$ cat src/rtl/pipe_pkg.sv
// Shared definitions for the inter-stage pipeline register: default widths,
// the NOP encoding inserted as a bubble, and the slot record layout.
package pipe_pkg;

    localparam int DEFAULT_DATA_W = 32;
    localparam int DEFAULT_PC_W   = 32;
    localparam int DEFAULT_CNT_W  = 16;

    // MIPS sll $0,$0,0 encodes as all zeros and is the canonical NOP.
    localparam logic [31:0] NOP_INST_DEFAULT = 32'h0000_0000;

    typedef struct packed {
        logic                      valid;
        logic [DEFAULT_DATA_W-1:0] inst;
        logic [DEFAULT_PC_W-1:0]   pc4;
    } slot_t;

endpackage

$ cat src/rtl/pipe_slot.sv
// One storage slot of the pipeline register: a valid bit plus instruction and
// pc+4 payload. Clearing the slot turns it into a NOP bubble, which is kept
// separate from reset because pc+4 is held on a clear but zeroed on reset.
module pipe_slot
    import pipe_pkg::*;
#(
    parameter int                DATA_W   = DEFAULT_DATA_W,
    parameter int                PC_W     = DEFAULT_PC_W,
    parameter logic [DATA_W-1:0] NOP_INST = DATA_W'(NOP_INST_DEFAULT)
) (
    input  logic              clk,
    input  logic              rst,
    input  logic              load,
    input  logic              clear,
    input  logic [DATA_W-1:0] d_inst,
    input  logic [PC_W-1:0]   d_pc4,
    output logic              q_valid,
    output logic [DATA_W-1:0] q_inst,
    output logic [PC_W-1:0]   q_pc4
);

    // Clear beats load so a kill always wins; pc+4 survives a clear.
    always_ff @(posedge clk or posedge rst) begin
        if (rst) begin
            q_valid <= 1'b0;
            q_inst  <= NOP_INST;
            q_pc4   <= '0;
        end else if (clear) begin
            q_valid <= 1'b0;
            q_inst  <= NOP_INST;
        end else if (load) begin
            q_valid <= 1'b1;
            q_inst  <= d_inst;
            q_pc4   <= d_pc4;
        end
    end

endmodule

$ cat src/rtl/pipe_stage_reg.sv
// Parametrised inter-stage pipeline register with valid/ready handshake,
// flush-to-bubble and a saturating stall-cycle counter.
// Define PIPE_STAGE_SKID_EN to add a second (skid) slot so that in_ready is
// driven from a register and has no combinational path from out_ready.
module pipe_stage_reg
    import pipe_pkg::*;
#(
    parameter int                DATA_W   = DEFAULT_DATA_W,
    parameter int                PC_W     = DEFAULT_PC_W,
    parameter logic [DATA_W-1:0] NOP_INST = DATA_W'(NOP_INST_DEFAULT),
    parameter int                CNT_W    = DEFAULT_CNT_W
) (
    input  logic              clk,
    input  logic              rst,
    input  logic              in_valid,
    output logic              in_ready,
    input  logic [DATA_W-1:0] in_inst,
    input  logic [PC_W-1:0]   in_pc4,
    input  logic              flush,
    output logic              out_valid,
    input  logic              out_ready,
    output logic [DATA_W-1:0] out_inst,
    output logic [PC_W-1:0]   out_pc4,
    output logic [CNT_W-1:0]  stall_cnt
);

    logic              accept;
    logic              consume;
    logic              main_load;
    logic              main_clear;
    logic [DATA_W-1:0] main_d_inst;
    logic [PC_W-1:0]   main_d_pc4;

    assign accept  = in_valid & in_ready;
    assign consume = out_valid & out_ready;

`ifdef PIPE_STAGE_SKID_EN
    logic              skid_valid;
    logic [DATA_W-1:0] skid_inst;
    logic [PC_W-1:0]   skid_pc4;
    logic              skid_load;
    logic              skid_clear;

    // Ready only depends on skid occupancy, so it comes straight from a flop.
    assign in_ready = ~skid_valid;

    // Main is refilled from skid when skid holds the older word, otherwise
    // from the input; skid only catches a word that main cannot take.
    always_comb begin
        main_d_inst = skid_valid ? skid_inst : in_inst;
        main_d_pc4  = skid_valid ? skid_pc4  : in_pc4;
        main_load   = ~flush & (consume ? (skid_valid | accept) : (accept & ~out_valid));
        main_clear  = flush | (consume & ~skid_valid & ~accept);
        skid_load   = ~flush & accept & out_valid & ~consume;
        skid_clear  = flush | (consume & skid_valid);
    end

    pipe_slot #(
        .DATA_W   (DATA_W),
        .PC_W     (PC_W),
        .NOP_INST (NOP_INST)
    ) u_skid (
        .clk     (clk),
        .rst     (rst),
        .load    (skid_load),
        .clear   (skid_clear),
        .d_inst  (in_inst),
        .d_pc4   (in_pc4),
        .q_valid (skid_valid),
        .q_inst  (skid_inst),
        .q_pc4   (skid_pc4)
    );
`else
    // Single slot: accept whenever the slot is empty or is draining this cycle.
    assign in_ready = out_ready | ~out_valid;

    // A flush drops any word accepted on the same edge; a drain with nothing
    // behind it leaves a bubble.
    always_comb begin
        main_d_inst = in_inst;
        main_d_pc4  = in_pc4;
        main_load   = ~flush & accept;
        main_clear  = flush | (consume & ~accept);
    end
`endif

    pipe_slot #(
        .DATA_W   (DATA_W),
        .PC_W     (PC_W),
        .NOP_INST (NOP_INST)
    ) u_main (
        .clk     (clk),
        .rst     (rst),
        .load    (main_load),
        .clear   (main_clear),
        .d_inst  (main_d_inst),
        .d_pc4   (main_d_pc4),
        .q_valid (out_valid),
        .q_inst  (out_inst),
        .q_pc4   (out_pc4)
    );

    // Count cycles a live word waits on downstream; stick at all-ones.
    always_ff @(posedge clk or posedge rst) begin
        if (rst) begin
            stall_cnt <= '0;
        end else if (out_valid && !out_ready && !(&stall_cnt)) begin
            stall_cnt <= stall_cnt + 1'b1;
        end
    end

endmodule

$ cat config.mk
export PLATFORM = sky130hd
export DESIGN_NAME = pipe_stage_reg
export DESIGN_NICKNAME = d
export VERILOG_FILES = /design/src/rtl/pipe_pkg.sv /design/src/rtl/pipe_slot.sv /design/src/rtl/pipe_stage_reg.sv
export SDC_FILE = /design/constraint.sdc
export NUM_CORES = 1
export LEC_CHECK = 0
export ABC_AREA = 1
export BUFFER_PORTS_ARGS = -buffer_cell sky130_fd_sc_hd__buf_2
export CORE_ASPECT_RATIO = 0.9
export CORE_UTILIZATION = 30
export CTS_CLUSTER_DIAMETER = 200
export DETAILED_ROUTE_END_ITERATION = 7
export HOLD_SLACK_MARGIN = 0.12
export PLACE_DENSITY_LB_ADDON = 0.12
export SYNTH_ARGS = -nofsm -noshare
export SYNTH_HDL_FRONTEND = slang
export SYNTH_SLANG_ARGS = --single-unit
$ cat constraint.sdc
create_clock -name clk -period 3 [get_ports clk]
set_input_delay 0.3 -clock clk [delete_from_list [all_inputs] [get_ports clk]]
set_output_delay 0.3 -clock clk [all_outputs]
set_load 0.05 [all_outputs]
==> metrics.txt, run 1 <==
status finished clean; mux contribution to synthesized area 0%; crit path cell chain nand2_4, inv_2, nor2_4, nand2_1, nand2_1, nand2_1; WL/cell 13.3 um; Mapped Cells 444; Port Buf Inserts 150; fin crit period 1830 ps; Worst Path Required 3220 ps; unique cell type count in the Yosys netlist 24; Area Growth Syn to Fin 31.8%; CTS max path bufs 2; Comb power frac 25.2%; # DRC 0; Max stage delay on crit path 650 ps; row count 38; Via Count 3452; PostCTS Resize Cnt 0; Max Cap Viol 0; CTS clk-pin slew, worst paths 60 ps; Tot Pwr 0.00319 W; layout cell share with drive strength beyond 1 30.9%; maximum VDD drop 0.000311 V; CTS tree built; WHS 178 ps; Post-Syn Area 3690 um^2; P_int 0.00205 W; TritonCTS buffer count 9; H-Tree Depth 3; P_leak 2.75 nW; clock share of power 34.7%; Worst setup SP type flop; Worst Path Class, Setup reg2reg; Layout fillers 1262; die width 119 um; Vias per Instance 4.58; die span in y 107 um; final max-slew violation count 0; Final nets 658; clk_lat worst skew 330 ps; r2r setup slk 1170 ps; Post-Place Worst Slack 1070 ps; CP Capture Type flop; setup bufs post-CTS 0; P_sw 0.00114 W; largest family of logic cells by synthesized area simple AND/OR/NAND/NOR gates; I/O pin cnt 151; switching share of power 35.7%; Sequential Power Share 40.2%; Synth Area per Inst 8.30 um^2; 1st-iter DRT viols 126; pin count of the biggest net entering global routing 65; hold buffers post-CTS 1; RSZ-0062 raised after global routing no; period utilization 61.1%; crit path DAT 2050 ps; peak fanout along the critical path 32; pin slew with the least headroom to its limit 1100 ps; initial antenna violation count 0; setup ws final 1170 ps; PD cells 657 nW/um^2; initial core utilization 30.6%; Final Hold Viols 0; total track usage 16.4%; Fin Setup TNS 0 ps; FMAX 0.545 GHz; Synth Net Count 514; clock root buffer clkbuf_16; post-synthesis compound-gate area fraction 1.15%; Buf+Inv Stages, Crit Path 1; Setup Viol. Count Final 0; ANT cells 0; Worst Skew 4.68 ps; grt total ovfl 0; Adder-Cell Fraction of Synth Area 0.339%; clock sink total 81; most used cell, CP nand2_1; Crit-path slowest cell nand2_1; global-route wire length before repair 16400 um; global placer's final weighted congestion 0.775; first-pass detailed-route iteration total 4; Post-Synth XOR/XNOR Area 0.950%; final HPWL from detailed placement 6710 um; Detail Route Antenna Nets 0; Synth Warn # 0; Slew HR 26.5%; Seq cells post-synth 81; CP delay by family, top simple AND/OR/NAND/NOR gates; Seq/Total Area, Yosys 55.0%; total routed wirelength 10000 um; Core Area 12000 um^2; Post-Synth Simple-Gate Area 36.5%; DIE AREA 12700 um^2; vias in the first global route 3215; Worst Hold Class in2reg
## synthesized netlist by cell type (all sizes together)
| cell | number | area [um^2] |
|---|---|---|
| nand3b | 1 | 7.51 |
| nor2 | 28 | 130 |
| o21ai | 4 | 31.3 |
| dfrtp | 81 | 2030 |
| buf | 17 | 121 |
| xnor2 | 1 | 8.76 |
| ha | 1 | 12.5 |
| a31oi | 1 | 6.26 |
| xor2 | 3 | 26.3 |
| inv | 22 | 82.6 |
| clkbuf | 5 | 18.8 |
| nand2 | 172 | 661 |
| a21oi | 1 | 5.00 |
| nand4 | 5 | 37.5 |
| nand3 | 102 | 510 |
## cell families (layout without fill, tap and decap cells)
family                     after synthesis  count (layout)
AOI/OAI and AO/OA                        6               6
xor gates and xnor gates                 4               4
adders and majority gates                1               1
buffers and inverters                   44             193
DFF                                     81              81
and+or+nand+nor                        308             308
## final cells by class
| type | count | area (um^2) | area share [%] |
|---|---|---|---|
| Sequential cell | 81 | 2030 | 41.7 |
| Multi-Input combinational cell | 319 | 1450 | 29.8 |
| Timing Repair Buffer | 155 | 803 | 16.5 |
| Clock buffer | 12 | 246 | 5.07 |
| Tap cell | 160 | 200 | 4.12 |
| Inverter | 22 | 83.8 | 1.73 |
| Clock inverter | 4 | 51.3 | 1.06 |
## worst paths after layout
path,end,cells past startpoint,start
min in group asynchronous,u_main.q_inst[27],3,rst
hold / removal,u_main.q_valid,2,flush
max in group asynchronous,u_main.q_pc4[30],4,rst
setup / recovery,u_main.q_pc4[7],6,u_main.q_valid
setup reg to reg,u_main.q_pc4[7],6,u_main.q_valid
hold reg to reg,u_main.q_pc4[25],2,u_main.q_pc4[25]
## power groups by stage
stage | Clock [W] | Combinational [W] | Sequential (W)
after floorplan | 0 | 0.000206 | 0.00169
after global placement | 0 | 0.000807 | 0.00130
after detailed placement | 0 | 0.000812 | 0.00130
after CTS | 0.00115 | 0.000814 | 0.00129
after global routing | 0.00120 | 0.000860 | 0.00130
final | 0.00111 | 0.000804 | 0.00128
## state kept, by name, summed over array words and instances (netlist names)
| register | count |
|---|---|
| u_main.q_inst | 32 |
| u_main.q_pc4 | 32 |
| stall_cnt | 16 |
| u_main.q_valid | 1 |
## cell usage in the layout, fill, tap and decap left out, drive strengths merged, types with 2 or more instances in the layout
master / synthesis / routed
dfrtp: 81 / 81
nand3: 102 / 102
buf: 17 / 154
nand4: 5 / 5
clkbuf: 5 / 12
xor2: 3 / 3
o21ai: 4 / 4
clkinv: 0 / 2
nor2: 28 / 28
inv: 22 / 22
nand2: 172 / 172
## stage by stage
| step | instance area, um^2 | utilization [%] | instances |
|---|---|---|---|
| 2_1_floorplan | 3690 | - | 444 |
| 3_3_place_gp | 4550 | 37.8 | 736 |
| 3_5_place_dp | 4550 | 37.8 | 736 |
| 4_1_cts | 4860 | 40.4 | 753 |
| 5_1_grt | 4860 | 40.4 | 753 |
| 6_report | 4860 | 40.4 | 753 |
## routing by layer
layer	up-vias	global-route usage, %	wire length [um]	part of all wire (%)
met2	120	25.8	4570	45
met5	-	0	0	0
met4	0	5.42	103	1.0
li1	1713	-	-	-
met3	10	5.11	787	7.8
met1	1609	21.4	4590	46
Power figures use the tool's default switching activity.
==> run 2: changes to the inputs <==
==> constraint.sdc (replaced) <==
create_clock -name clk -period 1.6 [get_ports clk]
set_input_delay 0.16 -clock clk [delete_from_list [all_inputs] [get_ports clk]]
set_output_delay 0.16 -clock clk [all_outputs]
set_load 0.05 [all_outputs]
==> metrics.txt, run 2 (synthesis results as in run 1) <==
pin count of the biggest net entering global routing 82 (was 65); Buf+Inv Stages, Crit Path 2 (was 1); Placed Area 4690 um^2 (was 4550 um^2); CP Capture Type flop (unchanged); final HPWL from detailed placement 6760 um (was 6710 um); status finished clean (unchanged); Final nets 736 (was 658); period utilization 90.8% (was 61.1%); H-Tree Depth 3 (unchanged); first-pass detailed-route iteration total 6 (was 4); Layout fillers 1176 (was 1262); Worst Hold Class in2reg (unchanged); ANT cells 0 (unchanged); peak fanout along the critical path 10 (was 32); FMAX 0.688 GHz (was 0.545 GHz); initial antenna violation count 0 (unchanged); Core Area 12000 um^2 (unchanged); WL/cell 13.1 um (was 13.3 um); 1st-iter DRT viols 199 (was 126); Slew HR 67.4% (was 26.5%); RSZ-0062 raised after global routing no (unchanged); largest registers u_main.q_inst x32, u_main.q_pc4 x32, stall_cnt x16 (unchanged); Detail Route Antenna Nets 0 (unchanged); Max Cap Viol 0 (unchanged); most used cell, CP nand2_1 (unchanged); Setup Viol. Count Final 0 (unchanged); DIE AREA 12700 um^2 (unchanged); Via Count 3705 (was 3452); fin area 5640 um^2 (was 4860 um^2); clock root buffer clkbuf_16 (unchanged); global-route wire length before repair 17900 um (was 16400 um); Max stage delay on crit path 400 ps (was 650 ps); grt total ovfl 0 (unchanged); pin slew with the least headroom to its limit 488 ps (was 1100 ps); P_leak 3.08 nW (was 2.75 nW); final max-slew violation count 0 (unchanged); clk_lat worst skew 340 ps (was 330 ps); row count 38 (unchanged); fin crit period 1450 ps (was 1830 ps); crit path DAT 1690 ps (was 2050 ps); final core utilization 46.9% (was 40.4%); I/O pin cnt 151 (unchanged); commonest non-fill, non-tap cells in the layout nand2_1 (170), buf_2 (150), nand3_1 (102) (unchanged); TritonCTS buffer count 9 (unchanged); CTS tree built (unchanged); CTS clk-pin slew, worst paths 60 ps (about the same); maximum VDD drop 0.000740 V (was 0.000311 V); total routed wirelength 10900 um (was 10000 um); global placer's final weighted congestion 0.753 (was 0.775); CP delay by family, top simple AND/OR/NAND/NOR gates (unchanged); Worst setup SP type flop (unchanged); crit path cell chain ha_1, inv_1, nor2_4, nand2_4, nor2_1, nor2_2, buf_4, nand2_1, nand2_1 (was nand2_4, inv_2, nor2_4, nand2_1, nand2_1, nand2_1); WHS 183 ps (was 178 ps); setup bufs post-CTS 0 (unchanged); Worst Skew 7.20 ps (was 4.68 ps); initial core utilization 30.6% (unchanged); # DRC 0 (unchanged); Final Hold Viols 0 (unchanged); die width 119 um (unchanged); vias in the first global route 3552 (was 3215); Crit-path slowest cell dfrtp_2 (was nand2_1); total track usage 17.8% (was 16.4%); Area Growth Syn to Fin 53.0% (was 31.8%); Fin Setup TNS 0 ps (unchanged); Port Buf Inserts 150 (unchanged); layout cell share with drive strength beyond 1 30.1% (was 30.9%); die span in y 107 um (unchanged); Vias per Instance 4.46 (was 4.58); CTS max path bufs 2 (unchanged); commonest non-fill, non-tap cell in the layout nand2_1 (unchanged); Worst Path Required 1840 ps (was 3220 ps); Worst Path Class, Setup reg2reg (unchanged); PD cells 1070 nW/um^2 (was 657 nW/um^2); clock sink total 81 (unchanged)
-- run 2: cell count changes in the layout (fill, tap and decap cells not counted), sizes merged --
cell	previous run	this run
dlygate4sd3	1	66
buf	154	167
clkinvlp	1	3
bufinv	1	0
clkbuf	12	11
clkinv	2	3
inv	22	21
-- run 2: path summary, 6_finish.rpt --
check | slack [ps] | depth (start not counted) | startpoint | endpoint
min in group asynchronous | 510 | 4 | rst | u_main.q_inst[30]
hold / removal | 180 | 3 | in_valid | u_main.q_valid
hold reg to reg | 470 | 2 | u_main.q_pc4[7] | u_main.q_pc4[7]
setup / recovery | 150 | 9 | stall_cnt[0] | stall_cnt[11]
setup reg to reg | 150 | 9 | stall_cnt[0] | stall_cnt[11]
max in group asynchronous | 720 | 4 | rst | stall_cnt[1]
-- run 2: where the power goes --
group	switching, W	internal (W)	total (W)
clock	0.000830	0.00113	0.00196
sequential	0.000155	0.00226	0.00241
combinational	0.00121	0.000479	0.00168
-- run 2: metrics by stage --
step,total power (W),cells,worst slack [ps]
3_5_place_dp,0.00402,749,148
4_1_cts,0.00614,831,138
6_report,0.00606,831,147
2_1_floorplan,0.00356,444,9.36
5_1_grt,0.00636,831,2.94
3_3_place_gp,0.00400,749,178
-- run 2: area by class of cell --
type	instances	area, um^2	area share, %
tap	160	200	3.55
clock buffer	11	253	4.48
timing repair buffer	233	1590	28.2
clock inverter	5	30.0	0.533
sequential	81	2030	36.0
multi-input combinational	319	1450	25.7
inverter	22	86.3	1.53
-- run 2: worst min-delay path: stages --
cell     delay [ps]
buf_2           100
inv_1           130
a21oi_1          90
-- run 2: metal layers --
layer	part of all wire, %	global-route usage, %	wire [um]	vias to the layer above
li1	-	-	-	1870
met1	48	24.1	5220	1700
met2	44	25.9	4760	117
met3	6.4	6.81	693	18
met4	2.1	6.42	230	0
met5	0	0	0	-
-- run 2: what timing repair did --
item,4_1_cts,5_1_grt
gates resized for setup,0,0
hold buffers,66,0
endpoints found under the hold margin,146,0
==> run 3: changes to the inputs <==
--- a/config.mk
+++ b/config.mk
@@ -13,6 +13,7 @@
 export DETAILED_ROUTE_END_ITERATION = 7
 export HOLD_SLACK_MARGIN = 0.12
 export PLACE_DENSITY_LB_ADDON = 0.12
+export SLEW_MARGIN = 20
 export SYNTH_ARGS = -nofsm -noshare
 export SYNTH_HDL_FRONTEND = slang
 export SYNTH_SLANG_ARGS = --single-unit
==> constraint.sdc (replaced) <==
create_clock -name clk -period 1.7 [get_ports clk]
set_input_delay 0.17 -clock clk [delete_from_list [all_inputs] [get_ports clk]]
set_output_delay 0.17 -clock clk [all_outputs]
set_load 0.05 [all_outputs]
==> metrics.txt, run 3 (synthesis results as in run 1) <==
status finished clean (unchanged); clock sink total 81 (unchanged); P_sw 0.00203 W (was 0.00219 W); # DRC 0 (unchanged); Area Growth Syn to Fin 51.9% (was 53.0%); initial core utilization 30.6% (unchanged); pin slew with the least headroom to its limit 484 ps (was 488 ps); commonest non-fill, non-tap cells in the layout nand2_1 (170), buf_2 (150), nand3_1 (102) (unchanged); final HPWL from detailed placement 6820 um (was 6760 um); fin area 5600 um^2 (was 5640 um^2); 1st-iter DRT viols 194 (was 199); largest registers u_main.q_inst x32, u_main.q_pc4 x32, stall_cnt x16 (unchanged); peak fanout along the critical path 10 (unchanged); Worst Path Class, Setup reg2reg (unchanged); clk_lat worst skew 340 ps (about the same); Comb power frac 27.7% (was 27.8%); Detail Route Antenna Nets 0 (unchanged); Via Count 3712 (was 3705); DIE AREA 12700 um^2 (unchanged); row count 38 (unchanged); final max-slew violation count 0 (unchanged); Fin Setup TNS 0 ps (unchanged); clock root buffer clkbuf_16 (unchanged); layout cell share with drive strength beyond 1 29.0% (was 30.1%); die width 119 um (unchanged); Core Area 12000 um^2 (unchanged); total routed wirelength 10800 um (was 10900 um); first-pass detailed-route iteration total 4 (was 6); Final Hold Viols 0 (unchanged); CP Capture Type flop (unchanged); Max Cap Viol 0 (unchanged); TritonCTS buffer count 9 (unchanged); CTS clk-pin slew, worst paths 60 ps (about the same); period utilization 90.1% (was 90.8%); Placed Area 4650 um^2 (was 4690 um^2); I/O pin cnt 151 (unchanged); Worst Skew 3.95 ps (was 7.20 ps); initial antenna violation count 0 (unchanged); CTS tree built (unchanged); switching share of power 35.6% (was 36.2%); total track usage 17.4% (was 17.8%); P_int 0.00367 W (was 0.00387 W); hold buffers post-CTS 66 (unchanged); Worst Hold Class in2reg (unchanged); pin count of the biggest net entering global routing 82 (unchanged); global placer's final weighted congestion 0.792 (was 0.753); global-route wire length before repair 17400 um (was 17900 um); P_leak 3.06 nW (was 3.08 nW); commonest non-fill, non-tap cell in the layout nand2_1 (unchanged); vias in the first global route 3512 (was 3552); Slew HR 67.8% (was 67.4%); Port Buf Inserts 150 (unchanged); ANT cells 0 (unchanged); Sequential Power Share 39.8% (was 39.9%); maximum VDD drop 0.000700 V (was 0.000740 V); clock share of power 32.5% (was 32.3%); PostCTS Resize Cnt 0 (unchanged); fin crit period 1530 ps (was 1450 ps); die span in y 107 um (unchanged); Vias per Instance 4.50 (was 4.46); WL/cell 13.1 um (about the same); setup bufs post-CTS 0 (unchanged); FMAX 0.653 GHz (was 0.688 GHz); grt total ovfl 0 (unchanged); Worst setup SP type flop (unchanged); Setup Viol. Count Final 0 (unchanged); CTS max path bufs 2 (unchanged); crit path DAT 1760 ps (was 1690 ps); H-Tree Depth 3 (unchanged); final core utilization 46.5% (was 46.9%); Worst Path Required 1930 ps (was 1840 ps); Final nets 731 (was 736); RSZ-0062 raised after global routing no (unchanged); PD cells 1020 nW/um^2 (was 1070 nW/um^2)
==> run 3: path summary, 6_finish.rpt <==
kind | startpoint | end | slack [ps] | cells after the start
max in group asynchronous | rst | u_main.q_pc4[30] | 830 | 4
setup / recovery | stall_cnt[1] | stall_cnt[1] | 170 | 9
hold reg to reg | u_main.q_pc4[17] | u_main.q_pc4[17] | 470 | 2
setup reg to reg | stall_cnt[1] | stall_cnt[1] | 170 | 9
hold / removal | in_valid | u_main.q_valid | 210 | 3
min in group asynchronous | rst | u_main.q_pc4[21] | 460 | 4
==> run 3: routing by layer <==
layer | GRT usage [%] | vias up | routed length [um]
met2 | 27.1 | 111 | 5050
met4 | 6.51 | 0 | 163
met5 | 0 | - | 0
li1 | - | 1860 | -
met3 | 5.59 | 11 | 624
met1 | 22.6 | 1730 | 4970
==> run 3: layout make-up <==
cell class,instances,area [um^2]
fillers,1180,6430
multi-input cells,319,1450
well taps,160,200
flip-flops and latches,81,2030
clock buffers,13,270
clock inverters,2,12.5
repair buffers,228,1550
inverters,22,86.3
==> run 3: through the flow <==
| stage | instances | hold slack (ps) | power (W) | setup WS (ps) |
|---|---|---|---|---|
| final | 825 | 211 | 0.00570 | 168 |
| after global routing | 825 | 228 | 0.00597 | 60.4 |
| after CTS | 825 | 188 | 0.00578 | 162 |
| after detailed placement | 744 | 337 | 0.00377 | 170 |
| after global placement | 744 | 341 | 0.00375 | 207 |
| after floorplan | 444 | 233 | 0.00335 | 45.3 |
==> run 3: power groups by stage <==
stage               clock network (W)  logic (W)  registers (W)
finish                        0.00185    0.00158        0.00227
global route                  0.00200    0.00168        0.00229
CTS                           0.00193    0.00159        0.00227
detailed placement                  0    0.00147        0.00230
global placement                    0    0.00146        0.00229
floorplan                           0   0.000363        0.00298
==> run 3: critical path: stages, from the launching register on <==
cell	delay [ps]
dfrtp_2	390
ha_1	210
inv_1	80
nor2_4	180
nand2_4	90
nor2_1	130
nor2_2	40
buf_4	170
nand2_1	70
nand2_1	50
